File: config.mk
export PLATFORM = sky130hd
export DESIGN_NAME = uc_seq
export DESIGN_NICKNAME = d
export VERILOG_FILES = /design/src/rtl/uc_seq.sv
export SDC_FILE = /design/constraint.sdc
export NUM_CORES = 1
export LEC_CHECK = 0
export ABC_AREA = 1
export BUFFER_PORTS_ARGS = -buffer_cell sky130_fd_sc_hd__buf_2
export CORE_ASPECT_RATIO = 1.25
export CORE_UTILIZATION = 25
export CTS_BUF_LIST = sky130_fd_sc_hd__clkbuf_8
export DETAILED_ROUTE_END_ITERATION = 6
export MAX_ROUTING_LAYER = met4
export PLACE_DENSITY_LB_ADDON = 0.2
export SLEW_MARGIN = 10
export SYNTH_ARGS = -nofsm -noshare
export SYNTH_HDL_FRONTEND = slang
export SYNTH_SLANG_ARGS = --single-unit
File: constraint.sdc
create_clock -name clk -period 1.9 [get_ports clk]
set_input_delay 0.38 -clock clk [delete_from_list [all_inputs] [get_ports clk]]
set_output_delay 0.38 -clock clk [all_outputs]
set_load 0.005 [all_outputs]
File: src/rtl/uc_seq.sv
// uc_seq: control unit for the single-cycle microcontroller datapath.
// Decodes the 6-bit opcode into datapath controls. A RUN/HALT state
// machine freezes the machine on HALT. A sticky illegal-opcode flag and a
// saturating retired-instruction counter support debug.
module uc_seq #(
    parameter int unsigned CNT_W = 16
) (
    input  logic             clk,
    input  logic             reset,
    input  logic [5:0]       Opcode,
    input  logic             zero,
    output logic             s_inc,
    output logic             s_inm,
    output logic             we,
    output logic             wez,
    output logic [2:0]       ALUOp,
    output logic             halted,
    output logic             illegal,
    output logic [CNT_W-1:0] instr_count
);

    typedef enum logic {
        StRun  = 1'b0,
        StHalt = 1'b1
    } state_e;

    localparam logic [CNT_W-1:0] CntMax = {CNT_W{1'b1}};
    localparam logic [CNT_W-1:0] CntOne = {{(CNT_W-1){1'b0}}, 1'b1};

    state_e           state_q, state_d;
    logic             illegal_q, illegal_d;
    logic [CNT_W-1:0] cnt_q, cnt_d;

    logic op_reg, op_ldi, op_j, op_jz, op_jnz, op_halt, op_legal;

    // Classify the opcode; everything not matched is an illegal NOP.
    always_comb begin
        op_reg   = ~Opcode[5];
        op_ldi   = (Opcode[5:2] == 4'b1000);
        op_j     = (Opcode == 6'b110000);
        op_jz    = (Opcode == 6'b110001);
        op_jnz   = (Opcode == 6'b110010);
        op_halt  = (Opcode == 6'b111111);
        op_legal = op_reg | op_ldi | op_j | op_jz | op_jnz | op_halt;
    end

    // Datapath controls: reset forces a safe NOP, HALT reloads the PC target.
    always_comb begin
        s_inc = 1'b1;
        s_inm = 1'b0;
        we    = 1'b0;
        wez   = 1'b0;
        ALUOp = 3'b000;
        if (!reset) begin
            if (state_q == StHalt) begin
                s_inc = 1'b0;
            end else if (op_reg) begin
                ALUOp = Opcode[4:2];
                we    = 1'b1;
                wez   = 1'b1;
            end else if (op_ldi) begin
                // ALUOp stays 000: pass operand B (the immediate)
                s_inm = 1'b1;
                we    = 1'b1;
                wez   = 1'b1;
            end else if (op_j) begin
                s_inc = 1'b0;
            end else if (op_jz) begin
                s_inc = ~zero;
            end else if (op_jnz) begin
                s_inc = zero;
            end else if (op_halt) begin
                // jump-to-self; the state register takes over from next cycle
                s_inc = 1'b0;
            end
        end
    end

    // Next-state for the FSM, sticky illegal flag and retired counter.
    always_comb begin
        state_d   = state_q;
        illegal_d = illegal_q;
        cnt_d     = cnt_q;
        if (reset) begin
            state_d   = StRun;
            illegal_d = 1'b0;
            cnt_d     = '0;
        end else if (state_q == StRun) begin
            if (op_halt) begin
                state_d = StHalt;
            end
            if (!op_legal) begin
                illegal_d = 1'b1;
            end else if (cnt_q != CntMax) begin
                cnt_d = cnt_q + CntOne;
            end
        end
    end

    // State registers; reset is applied through the next-state logic.
    always_ff @(posedge clk) begin
        state_q   <= state_d;
        illegal_q <= illegal_d;
        cnt_q     <= cnt_d;
    end

    assign halted      = (state_q == StHalt);
    assign illegal     = illegal_q;
    assign instr_count = cnt_q;

endmodule

# ---- After elaboration in Yosys (flattened, before gate mapping)
# Index checks and enable logic that the tools add are counted.
dict set report classes {
  n_addsub 1
  n_eq_ne 6
  muxes 20
  bitwise 9
  n_reduce_logical 2
}
# cell count
set ops {}
lappend ops {{== test 6 bit (second input constant)} 4}
lappend ops {{2-to-1 mux 1 bit} 17}
lappend ops {{adder 16 x 1 -> 16 bit (second input constant)} 1}
lappend ops {{inequality test 16 bit (second input constant)} 1}
lappend ops {{2-to-1 mux 3 bit} 3}
lappend ops {{bitwise OR 1 bit} 5}
lappend ops {{== test 4 bit (second input constant)} 1}
lappend ops {{NOT 1 bit} 4}
lappend ops {{AND reduction 3 bit} 1}
lappend ops {{AND reduction 2 bit} 1}
dict set report totals {
  regBits 18
  input_bits 9
  output_inout_bits 25
  elab_cells 41
}

# ---- Logic depth before layout (Yosys ltp)
# Gate-level depths: netlist of the first run.
dict set report logic_depth {
  ltp_word 9
  depth_mapped 10
}

# ---- Least setup slack after synthesis of the first run
# OpenSTA, ideal clock, no wires.
dict set report synth_timing {
  path_type {register to register}
  from {reg cnt_q[0] (netlist: instr_count[0])}
  to {reg cnt_q[8] (netlist: instr_count[8])}
  arrival_time_ns 1.329
  t_required_ns 1.772
  slack_ns 0.443
  stages_incl_launch_ff 11
  path_buffers 0
  path_cell_list {dfxtp_1 ha_1 nand2_2 nor2_4 nand3_2 nor2_4 nor2_1 nand3_1 nand2_1 nand2_1 nor2_1}
}
dict set report synth_via {
  elab_chain_cells 2
  word_cells_on_any_way 3
}
# element line
set synth_rtl {}
lappend synth_rtl {{from (decl)} 32} ;# logic [CNT_W-1:0] cnt_q, cnt_d;
lappend synth_rtl {{from (signal assigned)} 104} ;# cnt_q <= cnt_d;
lappend synth_rtl {{branches (longest 2 deep; another with adder 16 x 1 -> 16 bit)} n/a}
# Parallel ways; which one is timed is not known.
# A chain may end at the register's enable or synchronous reset.

# ---- Final worst setup path of the first run
dict set report layout_timing {
  from {in Opcode[5]}
  to {out s_inc}
}
dict set report layout_via {
  elab_chain_cells 9
  word_cells_on_any_way 13
}
# element line
set layout_rtl {}
lappend layout_rtl {{from (decl)} 10} ;# input logic [5:0] Opcode,
lappend layout_rtl {{== test 6 bit} 43} ;# op_halt = (Opcode == 6'b111111);
lappend layout_rtl {{2-to-1 mux 1 bit} 72} ;# end else if (op_halt) begin
lappend layout_rtl {{2-to-1 mux 1 bit} 70} ;# end else if (op_jnz) begin
lappend layout_rtl {{2-to-1 mux 1 bit} 68} ;# end else if (op_jz) begin
lappend layout_rtl {{2-to-1 mux 1 bit} 66} ;# end else if (op_j) begin
lappend layout_rtl {{2-to-1 mux 1 bit} 61} ;# end else if (op_ldi) begin
lappend layout_rtl {{2-to-1 mux 1 bit (*)} 57} ;# end else if (op_reg) begin
lappend layout_rtl {{2-to-1 mux 1 bit (*)} 55} ;# if (state_q == StHalt) begin
lappend layout_rtl {{2-to-1 mux 1 bit (*)} 54} ;# if (!reset) begin
lappend layout_rtl {{to (decl)} 12} ;# output logic s_inc,
# Mark *: on every way between the ends. The rest lies on a longest branch, timed or not.

==> results.yml, run 1 <==
outcome:
  status: "finished, final reports clean"
timing:
  hold_ws_ns: 0.472
  hold_viol: 0
  tns_ns: 0
  clock.fmax_ghz: 0.617
  period_share_pct: 85.3
  fin_skew_ns: 0.00127
  max-slew-margin-rel_pct: 79.8
  setup_slack_ns: 0.279
  finalMaxSlewViolations: 0
  rsz0062_at_grt: "false"
  period_needed_ns: 1.62
  worstMarginPinSlew_ns: 0.302
  finalSetupViolCount: 0
logic_synthesis:
  yosys.area.top_type: "dfxtp_1"
  synth_commonest_cells: "nand2_1 (46), nor2_1 (34), inv_1 (19)"
  syn_area_um2: 1270
  yosysWarnings: 0
  synth.area.top_cells: "dfxtp_1 (28%), nand2_1 (14%), nor2_1 (10%), nand3_1 (5.9%), inv_1 (5.6%)"
  synth_seq_cells: 18
  yosysMostFrequentCell: "nand2_1"
  synth_cells: 191
  avgSynthCellArea_um2: 6.66
  yosysSeqAreaShare_pct: 28.3
  syn_nets: 201
  ys_async_sr_fraction_pct: 0
  synth.distinct_cells: 28
  synth_flop_cell: "dfxtp_1"
  synth_edf_count: 0
  synth_top_area_share_pct: 28.3
routing:
  ant_nets: 0
  drt-wirelength-per-cell_um: 11.4
  vias_per_cell: 4.59
  drc: 0
  drtPass1Iterations: 4
  drt-initial-drc-count: 45
  totalWireLength_um: 3270
  num_vias: 1317
layout:
  fin_area_um2: 1550
  fin_util_pct: 32.4
  drive_above_1_share_pct: 26.9
  nets: 239
  syn2layout_area_growth_pct: 22.1
  stdcell_count: 287
  diodes: 0
clock_network:
  cts.htree.levels: 1
  clk_pin_slew_ns: 0.07
  cts-resized-gates: 0
  post_cts_buffers: 0
  insertion_delay_ns: 0.25
  clockBufferDepth: 2
  hold_buffers: 0
  numCtsBuffers: 3
  clock-sinks: 18
  cts_tree: "done"
  clockRootBuffer: "clkbuf_8"
grt:
  grt_max_degree: 14
  grt.overflow.total: 0
  grt_use_total_pct: 13.2
  antenna_found_initial: 0
  grt_pass1_wl_um: 5330
  grt_pass1_vias: 1195
placement:
  postPlaceCellArea_um2: 1510
  dp_cells: 284
  dpl_worst_slack_ns: 0.274
  numPortBuffers: 33
  gp_congestion: 0.831
  dp_hpwl_um: 2590
worst_setup_path:
  cp-start-kind: "input port"
  end_kind: "output pin"
  cp_data_arrival_time_ns: 1.24
  cp_data_required_time_ns: 1.52
  cp_max_fo: 6
  path_class: "input port to output pin"
floorplan:
  die_w_um: 65.8
  die_h_um: 81.7
  core_area_um2: 4800
  dieArea_um2: 5380
  io_pins: 34
  initial_core_util_pct: 26.5
  placement_rows: 28
power:
  seqPwrFrac_pct: 50.6
  p_switching_uw: 211
  vdd_drop_max_v: 0.000272
  total_power_uw: 785
  clock_power_share_pct: 34.2
  p_leak_nw: 0.720
  internal-power_uw: 574
  combPwrFrac_pct: 15.1
  powerDensity_nw_per_um2: 505
  p_sw_share_pct: 26.9
hold_path:
  hold_path.class: "flop to flop"
job:
  max-cap-violations: 0
[final timing paths]
path,start,to,slack (ns),cells after the start
setup / recovery,Opcode[5],s_inc,0.28,9
hold / removal,illegal,illegal,0.47,2
setup reg to reg,instr_count[1],instr_count[8],0.32,10
hold reg to reg,illegal,illegal,0.47,2
[registers in the layout (all words and copies together) (netlist names)]
| name | flops |
|---|---|
| halted | 1 |
| illegal | 1 |
| instr_count | 16 |
[metal layers]
metal  share of wire (%)  routed length (µm)  global-route usage [%]
met1                  45                1480                    15.1
met2                  49                1620                    23.4
met3                 3.8                 125                    1.25
met4                 1.5                  48                    5.43
met5                   0                   0                       -
[power by group through the flow]
stage / registers, mW / clock network, mW / logic, mW
3_3_place_gp: 0.406 / 0 / 0.121
2_1_floorplan: 0.405 / 0 / 0.0787
4_1_cts: 0.397 / 0.285 / 0.121
5_1_grt: 0.399 / 0.298 / 0.135
3_5_place_dp: 0.406 / 0 / 0.121
6_report: 0.397 / 0.269 / 0.119
[cells by family after synthesis]
logic type	count (synthesis)	synth area share (%)
AO/OA/AOI/OAI	14	7.09
XOR/XNOR	4	2.76
buffers and inverters	27	9.25
flip-flops	18	28.3
adder cells (fa/ha/maj)	1	0.984
AND/OR/NAND/NOR	127	51.6
[layout by cell type, fill, tap and decap left out]
cell type	count
nand3_4	1
xor2_1	4
nand4_4	2
buf_2	33
o21ai_0	1
nor2_1	34
nand3b_1	1
clkbuf_8	3
nand4_1	10
nor3_1	1
nor2_4	5
buf_4	4
nor3b_1	2
a21oi_1	10
nor2_2	4
inv_1	19
inv_2	1
a21boi_4	1
o2111ai_1	1
nand3_1	15
dfxtp_1	18
clkinv_2	1
nand3_2	3
a211oi_1	1
nand2_2	3
ha_1	1
clkinv_1	2
nand2_1	46
[critical path, stage by stage]
cell and delay (ns):
buf_2 0.14, nand2_2 0.07, clkinv_2 0.07, nand2_1 0.15
inv_1 0.08, nor2_1 0.11, nand3_1 0.08, nand2_1 0.07
buf_2 0.10
[cell type report]
class / count / area, µm²
fillers: 551 / 3250
multi-input cells: 146 / 793
flip-flops and latches: 18 / 360
repair buffers: 37 / 195
inverters: 23 / 87.6
well taps: 60 / 75.1
clock buffers: 3 / 41.3
(Power assumes the default switching activity.)
==> inputs of run 2 (changes only) <==
--- a/config.mk
+++ b/config.mk
@@ -8,11 +8,11 @@
 export ABC_AREA = 1
 export BUFFER_PORTS_ARGS = -buffer_cell sky130_fd_sc_hd__buf_2
 export CORE_ASPECT_RATIO = 1.25
-export CORE_UTILIZATION = 25
+export CORE_UTILIZATION = 45
 export CTS_BUF_LIST = sky130_fd_sc_hd__clkbuf_8
 export DETAILED_ROUTE_END_ITERATION = 6
 export MAX_ROUTING_LAYER = met4
-export PLACE_DENSITY_LB_ADDON = 0.2
+export PLACE_DENSITY = 0.7
 export SLEW_MARGIN = 10
 export SYNTH_ARGS = -nofsm -noshare
 export SYNTH_HDL_FRONTEND = slang
==> constraint.sdc (replaced) <==
create_clock -name clk -period 1.6 [get_ports clk]
set_input_delay 0.32 -clock clk [delete_from_list [all_inputs] [get_ports clk]]
set_output_delay 0.32 -clock clk [all_outputs]
set_load 0.005 [all_outputs]
==> run 2 against run 1 <==
Sequential share of layout area shrank 0.67 points. Non-clock buffer count increased by 7. Global-route usage rose by 9.0 points. Register-to-register slack worse by 0.19 ns. Critical endpoint unchanged. Largest cell class unchanged. Highest routed layer unchanged.
==> results.yml, run 2 (synthesis results as in run 1) <==
layout:
  final_common_cell: "nand2_1"
  mostFrequentLayoutCells: "nand2_1 (45), nor2_1 (34), buf_2 (33)"
  diodes: 0
  syn2layout_area_growth_pct: 27.1
  fin_util_pct: 60.3
  drive_above_1_share_pct: 31.9
  fin_area_um2: 1620
  nets: 246
  largest_reg_flops: 16
  stdcell_count: 269
clock_network:
  clockRootBuffer: "clkbuf_8"
  cts_tree: "done"
  clk_pin_slew_ns: 0.07
  numCtsBuffers: 3
  cts.htree.levels: 1
  hold_buffers: 0
  clock-sinks: 18
  clockBufferDepth: 2
  insertion_delay_ns: 0.26
placement:
  numPortBuffers: 33
  dp_cells: 264
  postPlaceCellArea_um2: 1520
  gp_congestion: 0.802
  dp_hpwl_um: 2200
  dpl_worst_slack_ns: 0.101
routing:
  ant_nets: 0
  drt-wirelength-per-cell_um: 10.8
  dr_wl_met2_um: 1420
  drtPass1Iterations: 4
  drt-initial-drc-count: 22
  totalWireLength_um: 2900
  top_layer: "met4"
  wl_met1_um: 1330
  num_vias: 1315
  dr_wl_met3_um: 98
  vias_per_cell: 4.89
  drc: 0
power:
  p_leak_nw: 0.766
  total_power_mw: 1.00
  powerDensity_nw_per_um2: 622
  vdd_drop_max_v: 0.000512
grt:
  grt_max_degree: 16
  grt.overflow.total: 0
  grt_pass1_wl_um: 4950
  grt_use_total_pct: 22.2
  grt_pass1_vias: 1162
  antenna_found_initial: 0
timing:
  period_share_pct: 92.9
  period_needed_ns: 1.49
  fin_skew_ns: 0.00234
  hold_viol: 0
  max-slew-margin-rel_pct: 81.1
  hold_ws_ns: 0.416
  tns_ns: 0
  rsz0062_at_grt: "false"
  setup_slack_ns: 0.113
  clock.fmax_ghz: 0.673
  worstMarginPinSlew_ns: 0.284
  finalMaxSlewViolations: 0
  finalSetupViolCount: 0
worst_setup_path:
  cp_data_arrival_time_ns: 1.17
  end_kind: "output pin"
  cp_max_fo: 5
  cp_data_required_time_ns: 1.28
  cp-start-kind: "input port"
  path_class: "input port to output pin"
  r2r_cells: 9
outcome:
  status: "finished, final reports clean"
floorplan:
  die_h_um: 61.4
  io_pins: 34
  die_w_um: 49.5
  placement_rows: 21
  initial_core_util_pct: 47.4
  core_area_um2: 2680
  dieArea_um2: 3040
job:
  max-cap-violations: 0
hold_path:
  hold_path_depth: 3
  hold_path.class: "input port to flop"
run 2: path summary, 6_finish.rpt:
check | start | end | slack [ns]
max | Opcode[3] | s_inc | 0.11
min reg2reg | illegal | illegal | 0.47
max reg2reg | instr_count[5] | instr_count[8] | 0.13
min | reset | instr_count[4] | 0.42
run 2: report_power, final:
part | total [mW] | switching [mW] | internal, mW
sequential | 0.473 | 0.0115 | 0.461
clock | 0.376 | 0.157 | 0.219
combinational | 0.155 | 0.0897 | 0.0656
total | 1.00 | 0.259 | 0.746
run 2: worst max-delay path, cell delays in order:
cell and delay (ns):
buf_2 0.12, nor2_4 0.19, nand3_2 0.14, nor2_1 0.11, nor2_1 0.05, nand3_1 0.07
nand2_1 0.04, buf_2 0.12
run 2: final cells by class:
type	instances	area, µm²
fillers	298	1060
multi-input cells	146	818
flip-flops and latches	18	364
repair buffers	44	248
inverters	23	87.6
clock buffers	4	55.1
well taps	34	42.5
run 2: routing by layer:
metal	vias up	global-route usage [%]
met5	-	-
met4	0	11.0
met3	4	2.96
met2	29	37.5
met1	578	26.1
li1	704	-
run 2: repair_timing:
item	4_1_cts	5_1_grt
gates resized for setup	0	8
endpoints found under the setup margin	0	6
setup buffers	0	1
==> inputs of run 3 (changes only) <==
--- a/config.mk
+++ b/config.mk
@@ -6,13 +6,13 @@
 export NUM_CORES = 1
 export LEC_CHECK = 0
 export ABC_AREA = 1
-export BUFFER_PORTS_ARGS = -buffer_cell sky130_fd_sc_hd__buf_2
 export CORE_ASPECT_RATIO = 1.25
-export CORE_UTILIZATION = 45
+export CORE_UTILIZATION = 35
 export CTS_BUF_LIST = sky130_fd_sc_hd__clkbuf_8
 export DETAILED_ROUTE_END_ITERATION = 6
+export DONT_BUFFER_PORTS = 1
+export HOLD_SLACK_MARGIN = 0.08
 export MAX_ROUTING_LAYER = met4
-export PLACE_DENSITY = 0.7
 export SLEW_MARGIN = 10
 export SYNTH_ARGS = -nofsm -noshare
 export SYNTH_HDL_FRONTEND = slang
==> run 3 against run 2 <==
Core utilization decreased by 18 points. Via count shrank 6.0%. Hold slack worse by 0.30 ns. First-iteration DRC count decreased by 9.1%.
==> results.yml, run 3 (synthesis results as in run 1) <==
placement:
  dp_cells: 241
  gp_congestion: 0.844
  numPortBuffers: 0
  dpl_worst_slack_ns: 0.116
  dp_hpwl_um: 2330
worst_setup_path:
  slowest_stage: "dfxtp_1"
  end_kind: "output pin"
  reg2reg_slack_ns: 0.16
  cp_data_arrival_time_ns: 1.13
  cp_data_required_time_ns: 1.28
  worstReg2RegEnd: "instr_count[8]"
  critical_path.startpoint: "halted"
  r2r_cells: 10
  rr_startpoint: "instr_count[0]"
  path_class: "flop to output pin"
  slowest_delay_ns: 0.36
  cp_max_fo: 6
  cp_num_buf_inv: 1
  cp-start-kind: "flop"
  path_cells: "inv_2 -> nand2_1 -> nor3b_1"
  cp_top_family: "simple AND/OR/NAND/NOR gates"
hold_path:
  hold_path_depth: 1
  min_from: "reset"
  hold_path.class: "input port to flop"
  hold_path_end: "instr_count[4]"
clock_network:
  hold_buffers: 0
  cts_tree: "done"
  numCtsBuffers: 3
  clockRootBuffer: "clkbuf_8"
  clockBufferDepth: 2
  insertion_delay_ns: 0.26
  clock-sinks: 18
  cts.htree.levels: 1
  clk_pin_slew_ns: 0.07
routing:
  drt-initial-drc-count: 20
  drt-wirelength-per-cell_um: 11.9
  vias_per_cell: 5.04
  num_vias: 1236
  drtPass1Iterations: 3
  ant_nets: 0
  totalWireLength_um: 2920
  drc: 0
timing:
  finalSetupViolCount: 0
  max-slew-margin-rel_pct: 81.6
  hold_viol: 0
  rsz0062_at_grt: "false"
  fin_skew_ns: 0.00406
  period_share_pct: 90.9
  period_needed_ns: 1.45
  clock.fmax_ghz: 0.687
  setup_slack_ns: 0.145
  worstMarginPinSlew_ns: 0.274
  finalMaxSlewViolations: 0
  tns_ns: 0
layout:
  fill_cells: 378
  mostFrequentLayoutCells: "nand2_1 (46), nor2_1 (33), inv_1 (19)"
  multi_input_area_um2: 808
  regArea_um2: 365
  drive_above_1_share_pct: 22.8
  final_common_cell: "nand2_1"
  fin_util_pct: 42.2
  nets: 218
  syn2layout_area_growth_pct: 15.7
  diodes: 0
  largest_reg_flops: 16
  stdcell_count: 245
outcome:
  status: "finished, final reports clean"
grt:
  grt_use_total_pct: 16.9
  grt_pass1_vias: 1195
  grtUsageMet2_pct: 29.7
  grtUsageMet3_pct: 3.36
  grt_pass1_wl_um: 5110
  grt.overflow.total: 0
  grt_max_degree: 14
  antenna_found_initial: 0
  grt_most_used_layer: "met2"
  grt_util_met1_pct: 17.9
floorplan:
  initial_core_util_pct: 36.5
  die_w_um: 55.9
  die_h_um: 69.4
  core_area_um2: 3480
  placement_rows: 24
  dieArea_um2: 3880
  io_pins: 34
power:
  powerDensity_nw_per_um2: 622
  vdd_drop_max_v: 0.000408
  p_leak_nw: 0.624
  total_power_uw: 915
job:
  max-cap-violations: 0
## run 3: cell types whose count changed in the layout (fill, tap and decap cells not counted), sizes merged
cell / before / now
buf: 44 / 16
clkinv: 3 / 2
clkbuf: 4 / 3
inv: 20 / 21
## run 3: layout make-up
| cell class | instances | area share [%] |
|---|---|---|
| multi-input combinational | 146 | 54.9 |
| sequential | 18 | 24.8 |
| timing repair buffer | 16 | 8.16 |
| inverter | 23 | 5.95 |
| tap | 39 | 3.32 |
| clock buffer | 3 | 2.81 |
## run 3: metrics by stage
step                hold slack [ns]  instance area (µm²)
CTS                           0.121                 1440
detailed placement            0.393                 1400
global route                  0.109                 1470
finish                        0.118                 1470
floorplan                     0.460                 1270
global placement              0.391                 1400
## run 3: worst max-delay path by stage
| stage | slack, ns | cells after the start | to |
|---|---|---|---|
| 2_1_floorplan | 0.14 | 10 | instr_count[8] |
| 3_3_place_gp | 0.12 | 8 | instr_count[10] |
| 3_5_place_dp | 0.12 | 8 | instr_count[10] |
| 4_1_cts | 0.04 | 3 | wez |
| 5_1_grt | 0.01 | 9 | instr_count[15] |
| 6_report | 0.15 | 3 | ALUOp[1] |
## run 3: what timing repair did
item                       in CTS  in global routing
setup endpoints to repair       0                 10
resized for setup               0                  8
buffers inserted                0                  1
## run 3: metal layers
metal / wire length (µm) / up-vias / part of all wire (%)
li1: - / 650 / -
met1: 1200 / 543 / 41
met2: 1440 / 34 / 50
met3: 177 / 9 / 6.1
met4: 91 / 0 / 3.1
met5: 0 / - / 0
## run 3: power by group
part           switching [mW]  internal, mW
logic                  0.0733        0.0487
clock network           0.154         0.168
registers              0.0108         0.461
total                   0.239         0.677
